$ cat src/rtl/regfile_wr_arbiter.sv
// ============================================================================
// regfile_wr_arbiter : round-robin arbiter sharing one registered register-file
//                      write port among 2**S requesters.
// Optional: ARB_LOCK_EN adds req_lock and an owner-lock FSM.
// Revision: 1.0
// ============================================================================
`default_nettype none

module regfile_wr_arbiter #(
    parameter int S = 2,
    parameter int R = 3,
    parameter int W = 16
) (
    input  logic                  clk,
    input  logic                  rst,
    input  logic [2**S-1:0]       req,
    input  logic [(2**S)*R-1:0]   req_sel,
    input  logic [(2**S)*W-1:0]   req_data,
    input  logic                  rf_stall,
`ifdef ARB_LOCK_EN
    input  logic [2**S-1:0]       req_lock,
`endif
    output logic [2**S-1:0]       gnt,
    output logic                  wr_en,
    output logic [R-1:0]          wr_sel,
    output logic [W-1:0]          wr_data,
    output logic                  busy
);

    localparam int L = 2**S;

    logic [S-1:0] ptr_q, ptr_d;
    logic         wr_en_q, wr_en_d;
    logic [R-1:0] wr_sel_q, wr_sel_d;
    logic [W-1:0] wr_data_q, wr_data_d;
    logic         busy_q, busy_d;

    logic [S-1:0] scan_idx;
    logic [S-1:0] rr_win;
    logic         rr_any;
    logic [S-1:0] win;
    logic         cand;
    logic         xfer;

    // Scan from the highest offset down so the lowest offset from ptr wins.
    always_comb begin
        rr_any   = 1'b0;
        rr_win   = '0;
        scan_idx = '0;
        for (int k = L - 1; k >= 0; k--) begin
            scan_idx = ptr_q + k[S-1:0];
            if (req[scan_idx]) begin
                rr_any = 1'b1;
                rr_win = scan_idx;
            end
        end
    end

`ifdef ARB_LOCK_EN
    typedef enum logic {ST_IDLE = 1'b0, ST_LOCKED = 1'b1} state_e;
    state_e       state_q, state_d;
    logic [S-1:0] owner_q, owner_d;

    always_comb begin
        win  = rr_win;
        cand = rr_any;
        if (state_q == ST_LOCKED) begin
            win  = owner_q;
            cand = req[owner_q];
        end
    end
`else
    always_comb begin
        win  = rr_win;
        cand = rr_any;
    end
`endif

    always_comb begin
        gnt  = '0;
        xfer = cand & ~rf_stall & ~rst;
        if (xfer) begin
            gnt[win] = 1'b1;
        end
    end

    always_comb begin
        ptr_d     = ptr_q;
        wr_en_d   = xfer;
        wr_sel_d  = wr_sel_q;
        wr_data_d = wr_data_q;
        if (xfer) begin
            wr_sel_d  = req_sel[win*R +: R];
            wr_data_d = req_data[win*W +: W];
            ptr_d     = win + 1'b1;
        end
`ifdef ARB_LOCK_EN
        state_d = state_q;
        owner_d = owner_q;
        case (state_q)
            ST_IDLE: begin
                if (xfer && req_lock[win]) begin
                    state_d = ST_LOCKED;
                    owner_d = win;
                end
            end
            ST_LOCKED: begin
                // Pointer is frozen while locked; released owner gets lowest priority.
                ptr_d = ptr_q;
                if (!req[owner_q] || (xfer && !req_lock[owner_q])) begin
                    state_d = ST_IDLE;
                    ptr_d   = owner_q + 1'b1;
                end
            end
            default: state_d = ST_IDLE;
        endcase
`endif
        busy_d = wr_en_d | (|req);
    end

    always_ff @(posedge clk or posedge rst) begin
        if (rst) begin
            ptr_q     <= '0;
            wr_en_q   <= 1'b0;
            wr_sel_q  <= '0;
            wr_data_q <= '0;
            busy_q    <= 1'b0;
`ifdef ARB_LOCK_EN
            state_q   <= ST_IDLE;
            owner_q   <= '0;
`endif
        end else begin
            ptr_q     <= ptr_d;
            wr_en_q   <= wr_en_d;
            wr_sel_q  <= wr_sel_d;
            wr_data_q <= wr_data_d;
            busy_q    <= busy_d;
`ifdef ARB_LOCK_EN
            state_q   <= state_d;
            owner_q   <= owner_d;
`endif
        end
    end

    assign wr_en   = wr_en_q;
    assign wr_sel  = wr_sel_q;
    assign wr_data = wr_data_q;
    assign busy    = busy_q;

endmodule

`default_nettype wire

$ cat config.mk
export PLATFORM = sky130hd
export DESIGN_NAME = regfile_wr_arbiter
export DESIGN_NICKNAME = d
export VERILOG_FILES = /design/src/rtl/regfile_wr_arbiter.sv
export SDC_FILE = /design/constraint.sdc
export NUM_CORES = 1
export LEC_CHECK = 0
export CAP_MARGIN = 5
export CORE_UTILIZATION = 35
export CTS_BUF_LIST = sky130_fd_sc_hd__clkbuf_8 sky130_fd_sc_hd__clkbuf_16
export DETAILED_ROUTE_END_ITERATION = 16
export PLACE_DENSITY_LB_ADDON = 0.05
export SYNTH_ARGS = -nofsm -noshare
export SYNTH_HDL_FRONTEND = slang
export SYNTH_SLANG_ARGS = --single-unit
$ cat constraint.sdc
create_clock -name clk -period 3.1 [get_ports clk]
set_clock_uncertainty 0.05 [all_clocks]
set_input_delay 0.775 -clock clk [delete_from_list [all_inputs] [get_ports clk]]
set_output_delay 0.775 -clock clk [all_outputs]
set_load 0.005 [all_outputs]
==> flow_metrics.env <==
export IMPL_antenna_cells=0
export IMPL_fin_crit_sh_pct=96.7
export IMPL_cts_buffer_depth=2
export IMPL_gr_total_overflow=0
export IMPL_dp_hpwl_um=3470
export IMPL_p_sw_share_pct=32.9
export IMPL_r2r_cells=6
export IMPL_tightest_slew_ns=0.925
export IMPL_critPathMaxFanout=4
export IMPL_regToRegEndpoint="wr_data[5]"
export IMPL_synth_seq_cells=23
export IMPL_switchingPower_mw=0.478
export IMPL_setup_slack_ns=0.102
export IMPL_hold_end="wr_data[13]"
export IMPL_crit_path_end_kind="output pin"
export IMPL_hp_start="wr_data[13]"
export IMPL_rows=23
export IMPL_intPower_mw=0.973
export IMPL_portBuffers=107
export IMPL_dp_slack_ns=-0.378
export IMPL_crit_path_start_kind="input port"
export IMPL_vdd_drop_max_mv=0.255
export IMPL_num_vias=1560
export IMPL_clk_latency_ns=0.26
export IMPL_final_nets=345
export IMPL_die_width_um=67.3
export IMPL_max_stage_delay_ns=0.42
export IMPL_globalRouteTotalUtil_pct=19.8
export IMPL_maxCapViolCount=0
export IMPL_ant_nets=0
export IMPL_timing_hold_ws_ns=0.446
export IMPL_hold_violations=0
export IMPL_dr_first_iter_drc_count=34
export IMPL_grt_pass1_wl_um=6690
export IMPL_drc_errors=0
export IMPL_ioPinCount=108
export IMPL_setup_viol_count_final=0
export IMPL_crit_arrival_ns=2.17
export IMPL_ys_seq_area_share_pct=38.5
export IMPL_timing_rr_start="ptr_q[0]"
export IMPL_wl_um=4430
export IMPL_start_util_pct=36.8
export IMPL_critical_path_slowest_cell="or3_4"
export IMPL_routedWlPerCell_um=14.3
export IMPL_p_comb_share_pct=54.8
export IMPL_synth_fp_nets=222
export IMPL_avgSynthCellArea_um2=10.7
export IMPL_die_h_um=67.3
export IMPL_grt_antenna_before_repair=0
export IMPL_cts_root_buf="clkbuf_8"
export IMPL_fin_crit_ns=3.00
export IMPL_hold_depth=2
export IMPL_yosysWarnings=0
export IMPL_via_per_inst=5.02
export IMPL_rrSetupSlack_ns=1.27
export IMPL_rsz0062_at_grt="false"
export IMPL_syn_inst=139
export IMPL_first_global_vias=1562
export IMPL_yosysUniqueCellTypes=26
export IMPL_slew_headroom_pct=38.3
export IMPL_clkSinkCount=23
export IMPL_synthToLayoutAreaGrowth_pct=87.0
export IMPL_die_area_mm2=0.00453
export IMPL_tritoncts="yes"
export IMPL_crit_type="in2out"
export IMPL_max_clock_freq_mhz=334
export IMPL_pwr_share_seq_pct=31.9
export IMPL_gp_congestion=0.730
export IMPL_grt_max_degree=24
export IMPL_worstPathCellList="clkdlybuf4s50_1, or3_4, buf_4, nor2_2, and2_1, dlygate4sd2_1"
export IMPL_status="finished, final reports clean"
export IMPL_cp_data_required_time_ns=2.27
export IMPL_drive_gt1_share_pct=16.5
export IMPL_drtPass1Iterations=4
export IMPL_core_area_mm2=0.00406
export IMPL_cellPowerDensity_mw_per_mm2=519
export IMPL_hp_class="reg2reg"
export IMPL_maxSlewViolCount=0
export IMPL_leakage_nw=1.26
export IMPL_htreeDepth=1
export IMPL_synthesis_area_mm2=0.00149
export IMPL_cts_clk_slew_worst_paths_ns=0.09
export IMPL_cts_buffers_inserted=3
export IMPL_clock_power_share_pct=13.3
-- synthesized netlist by cell type --
cell,n,area share [%]
clkbuf_1,2,0.50
or2_1,1,0.42
nand2_1,22,5.5
inv_1,3,0.75
o221ai_2,10,10
o32ai_2,1,1.1
a211o_1,1,0.59
nor2_1,5,1.3
a21o_1,1,0.50
dfrtp_1,23,39
and2_1,1,0.42
or3_1,1,0.42
nor4_1,1,0.42
o221ai_1,9,5.3
buf_4,4,2.0
a21oi_1,2,0.67
xnor2_1,1,0.59
buf_6,2,1.5
and3_1,1,0.42
nand2b_1,2,0.84
buf_2,3,1.0
inv_2,1,0.25
nor2b_1,2,0.84
nor3_1,1,0.33
o21ai_1,1,0.33
mux2i_1,38,25
-- power groups by stage --
stage	Combinational [mW]	Sequential (mW)	Clock, mW
3_3_place_gp	0.765	0.460	0
6_report	0.795	0.462	0.193
4_1_cts	0.805	0.463	0.203
2_1_floorplan	0.398	0.467	0
3_5_place_dp	0.788	0.465	0
5_1_grt	0.862	0.477	0.212
-- per-stage QoR --
stage | cells | setup TNS (ns) | utilization [%] | area [µm²] | power [mW]
2_1_floorplan | 139 | 0 | - | 1490 | 0.864
3_3_place_gp | 302 | -1.12 | 66.1 | 2680 | 1.23
3_5_place_dp | 302 | -1.35 | 66.1 | 2680 | 1.25
4_1_cts | 310 | 0 | 68.6 | 2780 | 1.47
5_1_grt | 311 | 0 | 68.9 | 2790 | 1.55
6_report | 311 | 0 | 68.9 | 2790 | 1.45
-- kinds of logic after synthesis --
kind of cell              share of synthesized area (%)
AOI/OAI and AO/OA                                  18.5
muxes                                              25.5
DFF                                                38.5
xor gates and xnor gates                          0.586
buffers and inverters                              6.03
and+or+nand+nor                                    10.9
-- final cells by class --
cell class / count / area (µm²)
Fill cell: 320 / 1260
Timing Repair Buffer: 129 / 1230
Multi-Input combinational cell: 101 / 863
Sequential cell: 23 / 576
Tap cell: 50 / 62.6
Clock buffer: 3 / 41.3
Inverter: 4 / 15.0
Clock inverter: 1 / 5.00
-- worst max-delay path: cells and delay by family --
family	cells	cell delay, ns
buffers and inverters	3	0.78
and+or+nand+nor	3	0.62
-- worst max-delay path by stage --
| stage | startpoint | to | depth (start not counted) |
|---|---|---|---|
| CTS | rst | gnt[1] | 6 |
| detailed placement | req[2] | gnt[1] | 7 |
| global route | rf_stall | gnt[1] | 6 |
| finish | rf_stall | gnt[1] | 6 |
| global placement | req[2] | gnt[1] | 7 |
| floorplan | req[2] | gnt[1] | 7 |
-- per-layer routing --
layer  global-route usage [%]  part of all wire [%]  vias up
met1                     20.9                    37      732
met2                     37.4                    53       64
met5                        0                     0        -
li1                         -                     -      758
met3                     4.56                   8.2        6
met4                     7.98                   1.2        0
-- state kept, by name, indices dropped and copies added (netlist names) --
register  flops
wr_data      16
wr_sel        3
ptr_q         2
busy          1
wr_en         1
-- repair_timing --
item                                    4_1_cts  5_1_grt
resized for setup                            15        1
pin swaps                                     4        1
setup buffers                                 4        1
gates cloned                                  0        0
endpoints found under the setup margin        4        1
hold buffers                                  0        0
-- layout by cell type (no fill, tap or decap), types with 2 or more instances in the layout --
cell type and instances:
a21oi_1 2, buf_4 22, clkbuf_8 3, clkdlybuf4s50_1 98, dfrtp_1 23, dlygate4sd2_1 7
inv_1 3, mux2i_1 38, nand2_1 22, nor2_1 4, nor2b_1 2, o221ai_1 9
o221ai_2 10
Note: power is estimated with default switching activity, not from simulation.
